File: src/rtl/serial_frame_aligner.sv
// Frame aligner for a 16-bit SIPO stream: hunts a sync word, then
// slices the following bits into words with a missed-sync flywheel.
module serial_frame_aligner #(
  parameter logic [15:0] SYNC        = 16'hA5C3,
  parameter int          FRAME_WORDS = 4,
  parameter int          MISS_LIMIT  = 2
) (
  input  logic        clk,
  input  logic        resetn,
  input  logic [15:0] sr_word,
  output logic [15:0] data_out,
  output logic        data_valid,
  output logic [7:0]  word_idx,
  output logic        frame_start,
  output logic        sync_err,
  output logic        locked
);

  typedef enum logic [1:0] {FILL, HUNT, DATA, CHECK} state_t;

  state_t      state, state_n;
  logic [3:0]  fillcnt, fillcnt_n;
  logic [3:0]  bitcnt, bitcnt_n;
  logic [7:0]  wordcnt, wordcnt_n;
  logic [3:0]  miss, miss_n;
  logic [3:0]  miss_inc;
  logic [15:0] dout_n;
  logic [7:0]  widx_n;
  logic        dv_n, fs_n, err_n, lk_n;
  logic        hit, last;

  assign hit      = (sr_word == SYNC);
  assign last     = (bitcnt == 4'd15);
  assign miss_inc = miss + 4'd1;

  always_comb begin
    state_n   = state;
    fillcnt_n = fillcnt;
    bitcnt_n  = bitcnt;
    wordcnt_n = wordcnt;
    miss_n    = miss;
    dout_n    = data_out;
    widx_n    = word_idx;
    dv_n      = 1'b0;
    fs_n      = 1'b0;
    err_n     = 1'b0;
    unique case (state)
      FILL: begin
        fillcnt_n = fillcnt + 4'd1;
        if (fillcnt == 4'd15) state_n = HUNT;
      end
      HUNT: begin
        if (hit) begin
          state_n   = DATA;
          bitcnt_n  = 4'd0;
          wordcnt_n = 8'd0;
          miss_n    = 4'd0;
          fs_n      = 1'b1;
        end
      end
      DATA: begin
        bitcnt_n = bitcnt + 4'd1;
        if (last) begin
          dout_n = sr_word;
          widx_n = wordcnt;
          dv_n   = 1'b1;
          if (wordcnt == 8'(FRAME_WORDS - 1)) begin
            state_n   = CHECK;
            wordcnt_n = 8'd0;
          end else begin
            wordcnt_n = wordcnt + 8'd1;
          end
        end
      end
      CHECK: begin
        bitcnt_n = bitcnt + 4'd1;
        if (last) begin
          if (hit) begin
            miss_n  = 4'd0;
            fs_n    = 1'b1;
            state_n = DATA;
          end else begin
            // flywheel: keep the assumed frame position until the limit
            miss_n  = miss_inc;
            err_n   = 1'b1;
            state_n = (miss_inc == 4'(MISS_LIMIT)) ? HUNT : DATA;
          end
        end
      end
      default: state_n = FILL;
    endcase
    lk_n = (state_n == DATA) || (state_n == CHECK);
  end

  always_ff @(posedge clk) begin
    if (!resetn) begin
      state       <= FILL;
      fillcnt     <= 4'd0;
      bitcnt      <= 4'd0;
      wordcnt     <= 8'd0;
      miss        <= 4'd0;
      data_out    <= 16'h0000;
      word_idx    <= 8'd0;
      data_valid  <= 1'b0;
      frame_start <= 1'b0;
      sync_err    <= 1'b0;
      locked      <= 1'b0;
    end else begin
      state       <= state_n;
      fillcnt     <= fillcnt_n;
      bitcnt      <= bitcnt_n;
      wordcnt     <= wordcnt_n;
      miss        <= miss_n;
      data_out    <= dout_n;
      word_idx    <= widx_n;
      data_valid  <= dv_n;
      frame_start <= fs_n;
      sync_err    <= err_n;
      locked      <= lk_n;
    end
  end

endmodule

File: config.mk
export PLATFORM = sky130hd
export DESIGN_NAME = serial_frame_aligner
export DESIGN_NICKNAME = d
export VERILOG_FILES = /design/src/rtl/serial_frame_aligner.sv
export SDC_FILE = /design/constraint.sdc
export NUM_CORES = 1
export LEC_CHECK = 0
export BUFFER_PORTS_ARGS = -buffer_cell sky130_fd_sc_hd__buf_4
export CAP_MARGIN = 20
export CORE_MARGIN = 3
export CORE_UTILIZATION = 40
export CTS_CLUSTER_DIAMETER = 50
export CTS_CLUSTER_SIZE = 40
export DETAILED_ROUTE_END_ITERATION = 8
export PLACE_DENSITY_LB_ADDON = 0.25
export SKIP_LAST_GASP = 1
export SYNTH_ARGS = -nofsm -noshare
export SYNTH_HDL_FRONTEND = slang
export SYNTH_SLANG_ARGS = --single-unit
File: constraint.sdc
create_clock -name clk -period 5.2 [get_ports clk]
set_clock_uncertainty 0.15 [all_clocks]
set_input_delay 0 -clock clk [delete_from_list [all_inputs] [get_ports clk]]
set_output_delay 0 -clock clk [all_outputs]
set_load 0.005 [all_outputs]
==> metrics.md <==
| Metric | Value |
|---|---|
| Slowest CP cell | `o21ai_0` |
| Via count | `1,916` |
| Power density over the cells | `235 nW/µm²` |
| Psw | `144 µW` |
| M3 GR Usage | `0.0371` |
| Iter 0 DRT Violations | `85` |
| Synth Register Bits | `49` |
| Tmin final | `2.34 ns` |
| Vias per inst | `5.11` |
| CP max stage delay | `0.65 ns` |
| Slew Viols, Final | `0` |
| Total CTS buffers | `5` |
| Die ar. | `6070 µm²` |
| Compound-gate portion of the synthesized area | `0.159` |
| Fin util | `0.557` |
| Largest net degree at the start of global routing | `36` |
| HP Class | `flop to flop` |
| Met1 global-route usage | `0.211` |
| Routed len/inst | `12.9 µm` |
| Clock Sinks | `49` |
| Mean Syn Cell Area | `8.30 µm²` |
| Setup bufs post-CTS | `0` |
| Period utilization | `0.451` |
| Switch share | `0.226` |
| Final hold vios | `0` |
| Chip height | `77.9 µm` |
| Synth Area in Simple Gates | `0.255` |
| Drt first pass iters | `4` |
| Comb power frac | `0.054` |
| Adder-cell share of the synthesized area | `0.0303` |
| Hold slack | `0.306 ns` |
| Seq/Total Area, Yosys | `0.475` |
| Initial core utilization | `0.426` |
| Post-CTS sizing | `0` |
| Multiplexer share of the synthesized area | `0` |
| Yosys cell types | `40` |
| CP endpoint kind | `flop` |
| Leak | `0.00103 µW` |
| Core ar. | `4850 µm²` |
| Worst-path clk slew | `0.08 ns` |
| Cts hold-fix bufs | `17` |
| Post-DP HPWL | `3.22 mm` |
| Cell Area, Synth | `2070 µm²` |
| RSZ-0062 raised after global routing | `false` |
| Vias in the first global route | `1,777` |
| Syn_nets | `272` |
| Share of layout cells above drive strength 1 | `0.182` |
| Row count | `25` |
| Initial antenna violation count | `0` |
| Main combinational cell family by area after synthesis | `simple AND/OR/NAND/NOR gates` |
| Final setup viols | `0` |
| GRT met2 Usage | `0.271` |
| Reg2Reg Depth | `5` |
| Global route overflow | `0` |
| Number of port buffers | `45` |
| GR peak layer | `met2` |
| Worst VDD drop | `0.132 mV` |
| Final Wtd Congestion | `0.823` |
| Sequential Power Share | `0.596` |
| Synth Flop Type | `dfxtp_1` |
| Chip Width | `77.9 µm` |
| Clock power frac | `0.350` |
| Synth Warn # | `0` |
| Hold path cells | `2` |
| EDFF count, synth | `0` |
| Int Pwr | `492 µW` |
| Total Routed Length | `4.82 mm` |
| Clock Latency Late Sink | `0.30 ns` |
| WP data required | `5.22 ns` |
| Slew headroom | `0.365` |
| Worst-case clock buffer depth | `2` |
| Synth top area share | `0.475` |
| Net count, final | `330` |
| Dominant cells by area after synthesis | `dfxtp_1 (47%), nand2_1 (11%), a21oi_1 (7.7%)` |
| GRT Overall Usage | `0.167` |
| Worst setup SP type | `input pin` |
| CTS tree | `built` |
| Status | `finished, final reports clean` |
| Asr flop ratio synth | `0` |
| Post-synthesis cell count | `249` |
| Crit path max-delay family | `simple AND/OR/NAND/NOR gates` |
| Critical path class | `input pin to flop` |
| First-pass GRT wire length | `8.24 mm` |
| # diodes | `0` |
| Max cap viols | `0` |
| Fmax | `426 MHz` |
| DRT antenna net count | `0` |
| Critical path depth in cells | `6` |
| DR DRC count | `0` |
| Crit-path max FO | `15` |
| Most frequent cell after synthesis | `nand2_1` |
| Root Driver | `clkbuf_8` |
| Final TNS setup | `0 ns` |
| Arrival time of the worst setup path | `2.37 ns` |
| Yosys top cell by area | `dfxtp_1` |
| Top cells by count, synth | `nand2_1 (61), dfxtp_1 (49), a21oi_1 (32)` |
| Critical-path cell list | `dlygate4sd3_1 -> buf_4 -> nor4bb_1 -> nand4_1 -> o21ai_0 -> nor2_1` |
| Least-Margin Pin Slew | `0.947 ns` |
| Num ports | `46` |
| Post-synthesis xor/xnor area fraction | `0.0466` |
| WP buf/inv | `2` |
| Area delta synth->final | `30.8%` |
| H-tree Lvls | `2` |
sequential cells by signal, indices dropped and copies added, names as in the netlist:
name	flops
data_valid	1
miss	4
fillcnt	4
word_idx	8
data_out	16
state	1
locked	1
sync_err	1
wordcnt	8
bitcnt	4
frame_start	1
layout make-up:
| type | count | area (µm²) |
|---|---|---|
| tap | 67 | 83.8 |
| clock inverter | 2 | 15.0 |
| sequential | 49 | 981 |
| fill | 460 | 2150 |
| inverter | 5 | 18.8 |
| clock buffer | 6 | 72.6 |
| multi-input combinational | 183 | 1020 |
| timing repair buffer | 63 | 515 |
tightest hold or removal path: stages, from the launching register on:
cell     delay (ns)
dfxtp_1        0.31
nand2_1        0.05
a21oi_1        0.05
cells in the final DEF (no fill, tap or decap), types with 4 or more instances in the layout:
master	Yosys	layout
clkbuf_8	0	5
o21ai_0	5	5
dlygate4sd3_1	0	17
buf_4	0	46
xor2_1	8	8
or3_1	4	4
nand4_1	6	6
dfxtp_1	49	49
nand3_1	6	6
nor2_1	17	17
nand2_1	61	61
a21oi_1	32	32
ha_1	5	5
nor3_1	4	4
power groups by stage:
stage / Combinational, µW / Clock [µW] / Sequential (µW)
floorplan: 10.4 / 0 / 387
global placement: 23.8 / 0 / 387
detailed placement: 23.7 / 0 / 388
CTS: 34.0 / 230 / 379
global route: 38.2 / 245 / 379
finish: 34.1 / 223 / 379
final timing paths:
kind / end / slack [ns] / from
hold / removal: word_idx[4] / 0.31 / word_idx[4]
hold reg to reg: word_idx[4] / 0.31 / word_idx[4]
setup / recovery: bitcnt[3] / 2.86 / sr_word[2]
setup reg to reg: wordcnt[1] / 2.96 / bitcnt[0]
layer usage:
| metal | up-vias | routed length (µm) |
|---|---|---|
| met5 | - | 0 |
| met4 | 0 | 88 |
| li1 | 979 | - |
| met1 | 887 | 2210 |
| met2 | 41 | 2330 |
| met3 | 9 | 186 |
per-stage QoR:
step                area [µm²]  std cells  worst slack, ns  power, µW
global placement          2440        350             3.02        411
detailed placement        2440        350             2.99        411
finish                    2700        375             2.86        636
global route              2700        375             2.59        663
floorplan                 2070        249             3.44        398
CTS                       2700        375             2.84        643
logic make-up after synthesis:
group,count (synthesis)
AO/OA/AOI/OAI,54
XOR/XNOR,11
adder cells (fa/ha/maj),5
buffers and inverters,17
flip-flops,49
AND/OR/NAND/NOR,113
(Power assumes the default switching activity.)
